File: src/rtl/watch_pkg.sv
// Shared types and encodings for the watch time-set controller.
// Field selection states, output encodings and small state helpers.
package watch_pkg;

  typedef enum logic [1:0] {
    IDLE     = 2'b00,
    SEL_SEC  = 2'b01,
    SEL_MIN  = 2'b10,
    SEL_HOUR = 2'b11
  } state_t;

  localparam logic [1:0] TS_NONE = 2'b00;
  localparam logic [1:0] TS_SEC  = 2'b01;
  localparam logic [1:0] TS_MIN  = 2'b10;
  localparam logic [1:0] TS_HOUR = 2'b11;

  localparam logic [1:0] UD_NONE = 2'b00;
  localparam logic [1:0] UD_INC  = 2'b01;
  localparam logic [1:0] UD_DEC  = 2'b10;

  function automatic logic [1:0] ts_of(input state_t s);
    case (s)
      SEL_SEC:  return TS_SEC;
      SEL_MIN:  return TS_MIN;
      SEL_HOUR: return TS_HOUR;
      default:  return TS_NONE;
    endcase
  endfunction

  // btnL walks the fields in this order and wraps back to IDLE.
  function automatic state_t next_field(input state_t s);
    case (s)
      IDLE:    return SEL_SEC;
      SEL_SEC: return SEL_MIN;
      SEL_MIN: return SEL_HOUR;
      default: return IDLE;
    endcase
  endfunction

endpackage

File: src/rtl/watch_key_repeat.sv
// Per-button rising-edge detect with hold-to-repeat counter.
// strobe pulses once on the press and then at the auto-repeat cadence while held.
module watch_key_repeat
  import watch_pkg::*;
#(
  parameter int REPEAT_DELAY_MS  = 500,
  parameter int REPEAT_PERIOD_MS = 100
) (
  input  logic clk,
  input  logic rst,
  input  logic btn,
  input  logic tick,
  input  logic clr,
  output logic level,
  output logic rise,
  output logic strobe
);

  localparam int MAXV = (REPEAT_DELAY_MS > REPEAT_PERIOD_MS) ? REPEAT_DELAY_MS : REPEAT_PERIOD_MS;
  localparam int HW   = (MAXV > 1) ? $clog2(MAXV + 1) : 1;

  logic          btn_p0;
  logic          btn_p1;
  logic          armed;
  logic          repeating;
  logic [HW-1:0] hold_cnt;
  logic [HW-1:0] hold_lim;
  logic          count_en;
  logic          rep;

  assign level    = btn_p0;
  assign rise     = btn_p0 & ~btn_p1;
  assign hold_lim = repeating ? HW'(REPEAT_PERIOD_MS - 1) : HW'(REPEAT_DELAY_MS - 1);
  // Only a press that started while unblocked may count towards auto-repeat.
  assign count_en = tick & btn_p0 & ~clr & (armed | rise);
  assign rep      = count_en & armed & (hold_cnt >= hold_lim);
  assign strobe   = ~clr & (rise | rep);

  // p0: sampled level, p1: previous sample for edge detection
  always_ff @(posedge clk or posedge rst) begin
    if (rst) begin
      btn_p0    <= 1'b0;
      btn_p1    <= 1'b0;
      armed     <= 1'b0;
      repeating <= 1'b0;
      hold_cnt  <= '0;
    end else begin
      btn_p0 <= btn;
      btn_p1 <= btn_p0;
      if (clr || !btn_p0) begin
        armed     <= 1'b0;
        repeating <= 1'b0;
        hold_cnt  <= '0;
      end else begin
        if (rise) armed <= 1'b1;
        if (count_en) begin
          if (hold_cnt >= hold_lim) begin
            hold_cnt  <= '0;
            repeating <= 1'b1;
          end else begin
            hold_cnt <= hold_cnt + 1'b1;
          end
        end
      end
    end
  end

endmodule

File: src/rtl/watch_set_ctrl.sv
// Time-set controller: field-select FSM, inc/dec pulses with auto-repeat,
// inactivity timeout and blink phase for the watch datapath.
module watch_set_ctrl
  import watch_pkg::*;
#(
  parameter int TICK_DIV         = 100000,
  parameter int REPEAT_DELAY_MS  = 500,
  parameter int REPEAT_PERIOD_MS = 100,
  parameter int TIMEOUT_MS       = 10000,
  parameter int BLINK_MS         = 250
) (
  input  logic       clk,
  input  logic       rst,
  input  logic       sw_stopwatch,
  input  logic       btnL,
  input  logic       btnR,
  input  logic       btnU,
  input  logic       btnD,
  output logic [1:0] time_select,
  output logic [1:0] up_down,
  output logic       edit_active,
  output logic       field_blank
);

  localparam int TW   = (TICK_DIV > 1) ? $clog2(TICK_DIV) : 1;
  localparam int TO_W = (TIMEOUT_MS > 0) ? $clog2(TIMEOUT_MS + 1) : 1;
  localparam int BL_W = (BLINK_MS > 1) ? $clog2(BLINK_MS) : 1;

  logic [TW-1:0]   tick_cnt;
  logic            tick;
  logic            l_p0, l_p1, r_p0, r_p1;
  logic            l_rise, r_rise;
  logic            u_lvl, u_rise, u_str;
  logic            d_lvl, d_rise, d_str;
  logic            key_clr;
  logic            any_rise;
  state_t          state, state_next;
  logic [1:0]      ud_next;
  logic [TO_W-1:0] to_cnt;
  logic [BL_W-1:0] bl_cnt;

  assign tick     = (tick_cnt == TW'(TICK_DIV - 1));
  assign l_rise   = l_p0 & ~l_p1;
  assign r_rise   = r_p0 & ~r_p1;
  assign key_clr  = sw_stopwatch | (state == IDLE) | (u_lvl & d_lvl);
  assign any_rise = l_rise | r_rise | u_rise | d_rise;

  watch_key_repeat #(
    .REPEAT_DELAY_MS (REPEAT_DELAY_MS),
    .REPEAT_PERIOD_MS(REPEAT_PERIOD_MS)
  ) u_key_up (
    .clk   (clk),
    .rst   (rst),
    .btn   (btnU),
    .tick  (tick),
    .clr   (key_clr),
    .level (u_lvl),
    .rise  (u_rise),
    .strobe(u_str)
  );

  watch_key_repeat #(
    .REPEAT_DELAY_MS (REPEAT_DELAY_MS),
    .REPEAT_PERIOD_MS(REPEAT_PERIOD_MS)
  ) u_key_dn (
    .clk   (clk),
    .rst   (rst),
    .btn   (btnD),
    .tick  (tick),
    .clr   (key_clr),
    .level (d_lvl),
    .rise  (d_rise),
    .strobe(d_str)
  );

  // btnR outranks btnL; timeout and stopwatch mode both force IDLE.
  always_comb begin
    state_next = state;
    if (sw_stopwatch || r_rise || (to_cnt == TO_W'(TIMEOUT_MS))) state_next = IDLE;
    else if (l_rise) state_next = next_field(state);
  end

  // Qualified by the pre-edge state so a pulse lands on the field it was aimed at.
  always_comb begin
    ud_next = UD_NONE;
    if (state != IDLE && !sw_stopwatch) begin
      if (u_str && !d_str) ud_next = UD_INC;
      else if (d_str && !u_str) ud_next = UD_DEC;
    end
  end

  // p0: ms tick divider and L/R sampling
  always_ff @(posedge clk or posedge rst) begin
    if (rst) begin
      tick_cnt <= '0;
      l_p0     <= 1'b0;
      l_p1     <= 1'b0;
      r_p0     <= 1'b0;
      r_p1     <= 1'b0;
    end else begin
      tick_cnt <= tick ? '0 : tick_cnt + 1'b1;
      l_p0     <= btnL;
      l_p1     <= l_p0;
      r_p0     <= btnR;
      r_p1     <= r_p0;
    end
  end

  // p1: inactivity timeout and blink phase
  always_ff @(posedge clk or posedge rst) begin
    if (rst) begin
      to_cnt      <= '0;
      bl_cnt      <= '0;
      field_blank <= 1'b0;
    end else begin
      if (state == IDLE || state_next != state || sw_stopwatch || any_rise || ud_next != UD_NONE)
        to_cnt <= '0;
      else if (tick && to_cnt != TO_W'(TIMEOUT_MS))
        to_cnt <= to_cnt + 1'b1;

      if (state == IDLE || state_next != state || ud_next != UD_NONE) begin
        bl_cnt      <= '0;
        field_blank <= 1'b0;
      end else if (tick) begin
        if (bl_cnt == BL_W'(BLINK_MS - 1)) begin
          bl_cnt      <= '0;
          field_blank <= ~field_blank;
        end else begin
          bl_cnt <= bl_cnt + 1'b1;
        end
      end
    end
  end

  // p2: state and registered outputs
  always_ff @(posedge clk or posedge rst) begin
    if (rst) begin
      state       <= IDLE;
      time_select <= TS_NONE;
      edit_active <= 1'b0;
      up_down     <= UD_NONE;
    end else begin
      state       <= state_next;
      time_select <= ts_of(state_next);
      edit_active <= (state_next != IDLE);
      up_down     <= ud_next;
    end
  end

endmodule
File: config.mk
export PLATFORM = sky130hd
export DESIGN_NAME = watch_set_ctrl
export DESIGN_NICKNAME = d
export VERILOG_FILES = /design/src/rtl/watch_pkg.sv /design/src/rtl/watch_key_repeat.sv /design/src/rtl/watch_set_ctrl.sv
export SDC_FILE = /design/constraint.sdc
export NUM_CORES = 1
export LEC_CHECK = 0
export CAP_MARGIN = 20
export CORE_MARGIN = 3
export CORE_UTILIZATION = 57
export CTS_BUF_LIST = sky130_fd_sc_hd__clkbuf_2 sky130_fd_sc_hd__clkbuf_4 sky130_fd_sc_hd__clkbuf_8
export CTS_CLUSTER_DIAMETER = 150
export DETAILED_ROUTE_END_ITERATION = 6
export GPL_TIMING_DRIVEN = 0
export PLACE_DENSITY = 0.81
export SETUP_SLACK_MARGIN = 0.5
export SYNTH_ARGS = -nofsm -noshare
export SYNTH_HDL_FRONTEND = slang
export SYNTH_SLANG_ARGS = --single-unit
File: constraint.sdc
create_clock -name clk -period 2.27 [get_ports clk]
set_clock_uncertainty 0.15 [all_clocks]
set_input_delay 0.227 -clock clk [delete_from_list [all_inputs] [get_ports clk]]
set_output_delay 0.227 -clock clk [all_outputs]
set_load 0.01 [all_outputs]
==> run summary, run 1 <==
Status = finished with violations
Failing checks = negative setup slack
Critical Path Start Type = register
Clock power frac = 0.435
Total Routing Usage GR = 0.263
Die H = 89.2 um
Number of max-cap violations = 0
Synth cell types = 47
IO Pins = 13
Period minus WS final = 2600 ps
CTS max path bufs = 2
Internal Pwr Total = 0.00204 W
Sequential fraction of design power = 0.509
Max Freq = 0.385 GHz
TritonCTS Buffers = 9
CP arrival = 2710 ps
Post-synth EDFFs = 0
Worst flop-to-flop path endpoint = to_cnt[10]
H-tree Lvls = 3
Highest metal used = met4
Die width = 89.2 um
Core Util, Final = 0.817
Routed Antenna Nets = 0
Max VDD drop = 0.395 mV
Initial Util = 0.603
Syn nets = 425
Vias/cell = 6.31
Hold Vio Cnt, Final = 0
DR pass1 iterations = 5
Yosys reg bits = 76
Internal reg-to-reg setup slack = -330 ps
Worst hold slack = 43.8 ps
Asr flop ratio synth = 1.00
Final nets = 495
DRT Wirelength = 11000 um
Rows = 29
CTS root buf = clkbuf_8
Share of layout cells above drive strength 1 = 0.305
Combinational share of power = 0.056
Most frequent cells in the layout = dfrtp_1, nor2_1, xor2_1, buf_4, nand2_1
Worst R2R Start = to_cnt[0]
Yosys warns = 0
I/O Buffers = 12
Worst Path Max Fanout = 5
Crit share post-route = 1.14
Slew @ Worst Pin = 604 ps
Final setup vio count = 47
Multi-input gate area = 2300 sq um
DRC = 0
Critical path required time = 2380 ps
Syn Area/Cell = 9.78 sq um
Most common cell after layout, fill and taps aside = dfrtp_1
Reg area = 1910 sq um
Total grt overflow = 0
Fin. max-slew vios = 0
First-pass GRT wire length = 16000 um
Pin count of the biggest net entering global routing = 32
CTS tree = yes
Antenna cell count = 0
Die ar. = 7950 sq um
Register area share after synthesis = 0.483
Synthesis-to-finish area growth = 35.4%
CTS sink count = 76
Drt wl/cell = 19.8 um
Mapped Area = 3940 sq um
Core area = 6530 sq um
Worst setup margin = -329 ps
Metal3 WL = 452 um
Initial DRC count = 230
Switching Share = 0.243
R2R depth = 9
Routability cong. = 0.846
Power Density = 505 nW/um^2
Layout fillers = 334
Most common flop cell mapped by yosys = dfrtp_1
Leakage = 2.30 nW
RSZ-0062 raised after global routing = yes
Vias in the first global route = 3351
Relative slew slack = 0.597
Crit path capture type = register
Clock-pin slew on the worst setup and hold paths = 90 ps
Syn Inst Count = 403
Final HPWL DP = 5640 um
WS Path Type = reg -> reg
Met2 Routed Length = 5520 um
Hold_buf cts = 0
Initial antenna violation count = 0
Clk_lat worst skew = 370 ps
Worst Hold Class = in -> async
Vias = 3501
Net load switching power = 0.000656 W
Met1 Routed Length = 4590 um
-- timing repair --
action	4_1_cts	5_1_grt
pin swaps	35	22
buffers inserted	32	12
endpoints found under the setup margin	59	60
endpoints found under the hold margin	0	0
gates resized for setup	49	36
gates cloned	1	0
-- layout make-up --
| type | count | area share |
|---|---|---|
| Multi-Input combinational cell | 306 | 0.431 |
| Sequential cell | 76 | 0.357 |
| Timing Repair Buffer | 59 | 0.121 |
| Buffer | 10 | 0.0237 |
| Clock buffer | 9 | 0.0232 |
| Tap cell | 77 | 0.0181 |
| Clock inverter | 7 | 0.0171 |
| Inverter | 11 | 0.00844 |
-- sequential cells by signal, indices dropped and copies added, names as in the netlist --
name / flops
r_p1: 1
up_down: 2
bl_cnt: 8
u_key_up.armed: 1
time_select: 1
u_key_up.hold_cnt: 9
tick_cnt: 17
u_key_dn.armed: 1
u_key_up.repeating: 1
u_key_dn.repeating: 1
field_blank: 1
u_key_dn.level: 1
l_p0: 1
to_cnt: 14
u_key_dn.btn_p1: 1
r_p0: 1
u_key_up.level: 1
u_key_up.btn_p1: 1
u_key_dn.hold_cnt: 9
l_p1: 1
edit_active: 1
state: 2
-- metrics by stage --
step                setup WS (ps)  cells  cell area [sq um]  setup TNS [ps]  total power (W)
detailed placement           -363    494               4390           -6650          0.00152
floorplan                    -124    403               4130           -1330          0.00147
global placement             -274    492               4350           -5460          0.00151
global route                 -374    555               5340          -11110          0.00278
CTS                          -267    543               5100           -4590          0.00266
finish                       -329    555               5340           -8210          0.00270
-- synth_stat cells, drive strengths merged (3+ instances only) --
| library cell | instances | area (sq um) |
|---|---|---|
| a21boi | 6 | 45.0 |
| a21oi | 20 | 100 |
| a32o | 3 | 41.3 |
| and2 | 3 | 18.8 |
| and3 | 14 | 87.6 |
| and4 | 3 | 26.3 |
| buf | 3 | 30.0 |
| clkbuf | 7 | 26.3 |
| dfrtp | 76 | 1900 |
| ha | 15 | 188 |
| inv | 11 | 41.3 |
| mux2i | 3 | 30.0 |
| nand2 | 33 | 124 |
| nand3 | 21 | 123 |
| nand3b | 7 | 52.6 |
| nand4 | 13 | 81.3 |
| nor2 | 59 | 246 |
| nor2b | 4 | 25.0 |
| nor3 | 12 | 60.1 |
| nor3b | 3 | 27.5 |
| nor4b | 3 | 26.3 |
| o21ai | 21 | 105 |
| o31ai | 4 | 35.0 |
| or3 | 7 | 43.8 |
| xnor2 | 8 | 70.1 |
| xor2 | 28 | 245 |
-- cell families after synthesis --
kind of cell | after synthesis | synth area share
simple gates | 193 | 0.263
flops | 76 | 0.483
compound gates | 59 | 0.0949
xor+xnor | 36 | 0.0800
buf+inv | 21 | 0.0248
fa+ha+maj | 15 | 0.0476
mux | 3 | 0.00762
-- critical path, cell delays in order (launching register included) --
cell and delay, ps:
dfrtp_1 390, inv_1 60, ha_1 140, or4bb_1 420, or4_4 580, a32o_4 370, nand3_4 110, buf_12 110
buf_8 110, nor2_2 40
-- worst max-delay path by stage --
stage / startpoint / to / slack (ps) / cells after the start
floorplan: to_cnt[2] / to_cnt[3] / -120 / 7
global placement: tick_cnt[13] / to_cnt[6] / -270 / 7
detailed placement: tick_cnt[0] / to_cnt[6] / -360 / 8
CTS: to_cnt[0] / to_cnt[0] / -270 / 9
global route: to_cnt[1] / to_cnt[0] / -370 / 9
finish: to_cnt[0] / to_cnt[10] / -330 / 9
-- power groups by stage --
stage | Combinational [W] | Sequential, W | Clock [W]
2_1_floorplan | 0.0000769 | 0.00140 | 0
3_3_place_gp | 0.000112 | 0.00140 | 0
3_5_place_dp | 0.000124 | 0.00140 | 0
4_1_cts | 0.000144 | 0.00137 | 0.00115
5_1_grt | 0.000162 | 0.00137 | 0.00124
6_report | 0.000150 | 0.00137 | 0.00117
-- layer usage --
layer,GRT usage,vias up
met3,0.0488,48
met2,0.455,132
li1,-,1571
met5,0,-
met1,0.321,1750
met4,0.116,0
(Power assumes the default switching activity.)
==> inputs of run 2 (changes only) <==
--- a/config.mk
+++ b/config.mk
@@ -13,5 +13,5 @@
 export DETAILED_ROUTE_END_ITERATION = 6
 export GPL_TIMING_DRIVEN = 0
-export PLACE_DENSITY = 0.81
+export PLACE_DENSITY = 0.79
 export SETUP_SLACK_MARGIN = 0.5
 export SYNTH_ARGS = -nofsm -noshare
--- a/constraint.sdc
+++ b/constraint.sdc
@@ -3,3 +3,3 @@
 set_input_delay 0.227 -clock clk [delete_from_list [all_inputs] [get_ports clk]]
 set_output_delay 0.227 -clock clk [all_outputs]
-set_load 0.01 [all_outputs]
+set_load 0.005 [all_outputs]
==> run 2 against run 1 <==
Effect of this change: register-to-register slack better by 150 ps; final cell count shrank 2.0%; highest routed layer unchanged; sequential power hardly changed; clock power fell by 23%; utilization fell by 3.3 points; final area is 4.1% lower; largest cell class unchanged; maximum frequency up 6.2%; global-route usage fell by 2.8 points; the flow still finishes with violations (negative setup slack); wire length shrank 18%; sequential share of layout area grew 1.5 points; die area unchanged; power down 11%; critical endpoint is now to_cnt[4].
==> run summary, run 2 (synthesized netlist as in run 1, its figures left out) <==
Largest register by flop count = tick_cnt
Vias = 3270 (-6.6%)
Most frequent cells in the layout = dfrtp_1, nor2_1, nand2_1, xor2_1, buf_4
Clock-pin slew on the worst setup and hold paths = 70 ps (-20 ps)
Total grt overflow = 0 (unchanged)
RSZ-0062 raised after global routing = yes
Rows = 29 (unchanged)
Number of max-cap violations = 0 (unchanged)
Hold Vio Cnt, Final = 0 (unchanged)
CP arrival = 2540 ps (-170 ps)
Die H = 89.2 um (unchanged)
Die ar. = 7950 sq um (unchanged)
Relative slew slack = 0.452 (-0.145)
Critical Path Start = to_cnt[12]
Final nets = 486 (-1.8%)
Worst Path Max Fanout = 5 (unchanged)
H-tree Lvls = 3 (unchanged)
Core area = 6530 sq um (unchanged)
CTS tree = yes
DR pass1 iterations = 5 (unchanged)
Crit path cell chain = or4_1, or4_4, a32o_4, nand3_4, clkbuf_16, nor2_2
Initial DRC count = 206 (-10%)
Vias/cell = 6.01 (-4.7%)
Period minus WS final = 2450 ps (-151 ps)
Slew @ Worst Pin = 820 ps (+216 ps)
Die width = 89.2 um (unchanged)
Failing checks = negative setup slack
Final Instance Area = 5120 sq um (-4.1%)
DP Area = 4370 sq um (-0.46%)
First-pass GRT wire length = 14500 um (-9.2%)
Share of layout cells above drive strength 1 = 0.274 (-0.0313)
Final HPWL DP = 5210 um (-7.6%)
Routability cong. = 0.823 (-2.7%)
Max Freq = 0.409 GHz (+6.2%)
CTS root buf = clkbuf_8
Slowest stage cell, crit path = or4_4
Clk_lat worst skew = 350 ps (-20 ps)
CP Buf/Inv Count = 1 (-2)
Max VDD drop = 0.354 mV (-10%)
Final setup vio count = 26 (-45%)
Synthesis-to-finish area growth = 29.9%
Crit share post-route = 1.08 (-0.0665)
Largest registers = tick_cnt: 17 flops, to_cnt: 14 flops
Crit path capture type = register
Power Density = 471 nW/um^2 (-6.9%)
Max incr delay on CP = 570 ps (about the same)
Most common cell after layout, fill and taps aside = dfrtp_1
Initial Util = 0.603 (unchanged)
Max FFs per register = 17 (unchanged)
Critical path required time = 2360 ps (-20 ps)
Leakage = 2.23 nW (-2.8%)
Routed Antenna Nets = 0 (unchanged)
Drt wl/cell = 16.6 um (-16%)
Pin count of the biggest net entering global routing = 40 (+25%)
Initial antenna violation count = 0 (unchanged)
TritonCTS Buffers = 9 (unchanged)
Crit-path leading delay family = simple AND/OR/NAND/NOR gates
Antenna cell count = 0 (unchanged)
Worst hold slack = 164 ps (+120 ps)
Vias in the first global route = 3099 (-7.5%)
Layout fillers = 402 (+20%)
Worst Hold Class = in -> reg
Total Routing Usage GR = 0.235 (-0.0282)
CTS max path bufs = 2 (unchanged)
WS Path Type = reg -> reg
IO Pins = 13 (unchanged)
Worst setup margin = -178 ps (+151 ps)
Hold_sp = btnR
DRC = 0 (unchanged)
I/O Buffers = 12 (unchanged)
Core Util, Final = 0.784 (-0.0331)
DP Worst Slack = -395 ps (-32.2 ps)
Status = finished with violations
DRT Wirelength = 9020 um (-18%)
CTS sink count = 76 (unchanged)
Fin. max-slew vios = 0 (unchanged)
Worst R2R Start = to_cnt[12]
Critical Path Start Type = register
Hold_buf cts = 0 (unchanged)
## run 2: changes by cell type in the layout (fill, tap and decap cells not counted), sizes merged
cell    previous run  this run
buf               55        45
bufinv             2         0
clkbuf            11        15
clkinv             4         1
## run 2: cell type report
type                            count  area (sq um)  share of cell area
Inverter                           11          45.0             0.00880
Timing Repair Buffer               50           500              0.0978
Sequential cell                    76          1910               0.372
Multi-Input combinational cell    306          2280               0.445
Buffer                             10           131              0.0257
Clock inverter                      2          12.5             0.00244
Tap cell                           77          96.3              0.0188
Clock buffer                       12           153              0.0298
## run 2: metrics by stage
step	power [W]	std cells	TNS, ps
after floorplan	0.00147	403	-1330
after detailed placement	0.00152	493	-8280
after global placement	0.00151	492	-5980
final	0.00241	544	-3140
after CTS	0.00242	533	-3760
after global routing	0.00252	544	-5820
## run 2: worst paths after layout
| path | cells after the start | slack (ps) | to |
|---|---|---|---|
| worst max-delay path | 6 | -180 | to_cnt[4] |
| worst min-delay path | 1 | 160 | r_p0 |
| worst max register to register | 6 | -180 | to_cnt[4] |
| worst min register to register | 0 | 230 | l_p1 |
| max in group asynchronous | 3 | 1070 | tick_cnt[6] |
| min in group asynchronous | 2 | 240 | to_cnt[1] |
## run 2: routing by layer
layer / track usage / part of all wire / routed length [um]
met3: 0.0719 / 0.037 / 333
met5: 0 / 0 / 0
met2: 0.377 / 0.51 / 4570
met1: 0.307 / 0.43 / 3890
met4: 0.0744 / 0.026 / 234
## run 2: where the power goes
group          internal, W  switching (W)
clock             0.000438       0.000462
combinational    0.0000555      0.0000805
sequential         0.00136     0.00000977
## run 2: what timing repair did
item,in CTS,in global routing
setup endpoints to repair,60,60
cloned,0,1
buffers inserted,26,10
gates resized for setup,23,45
pin swaps,13,23
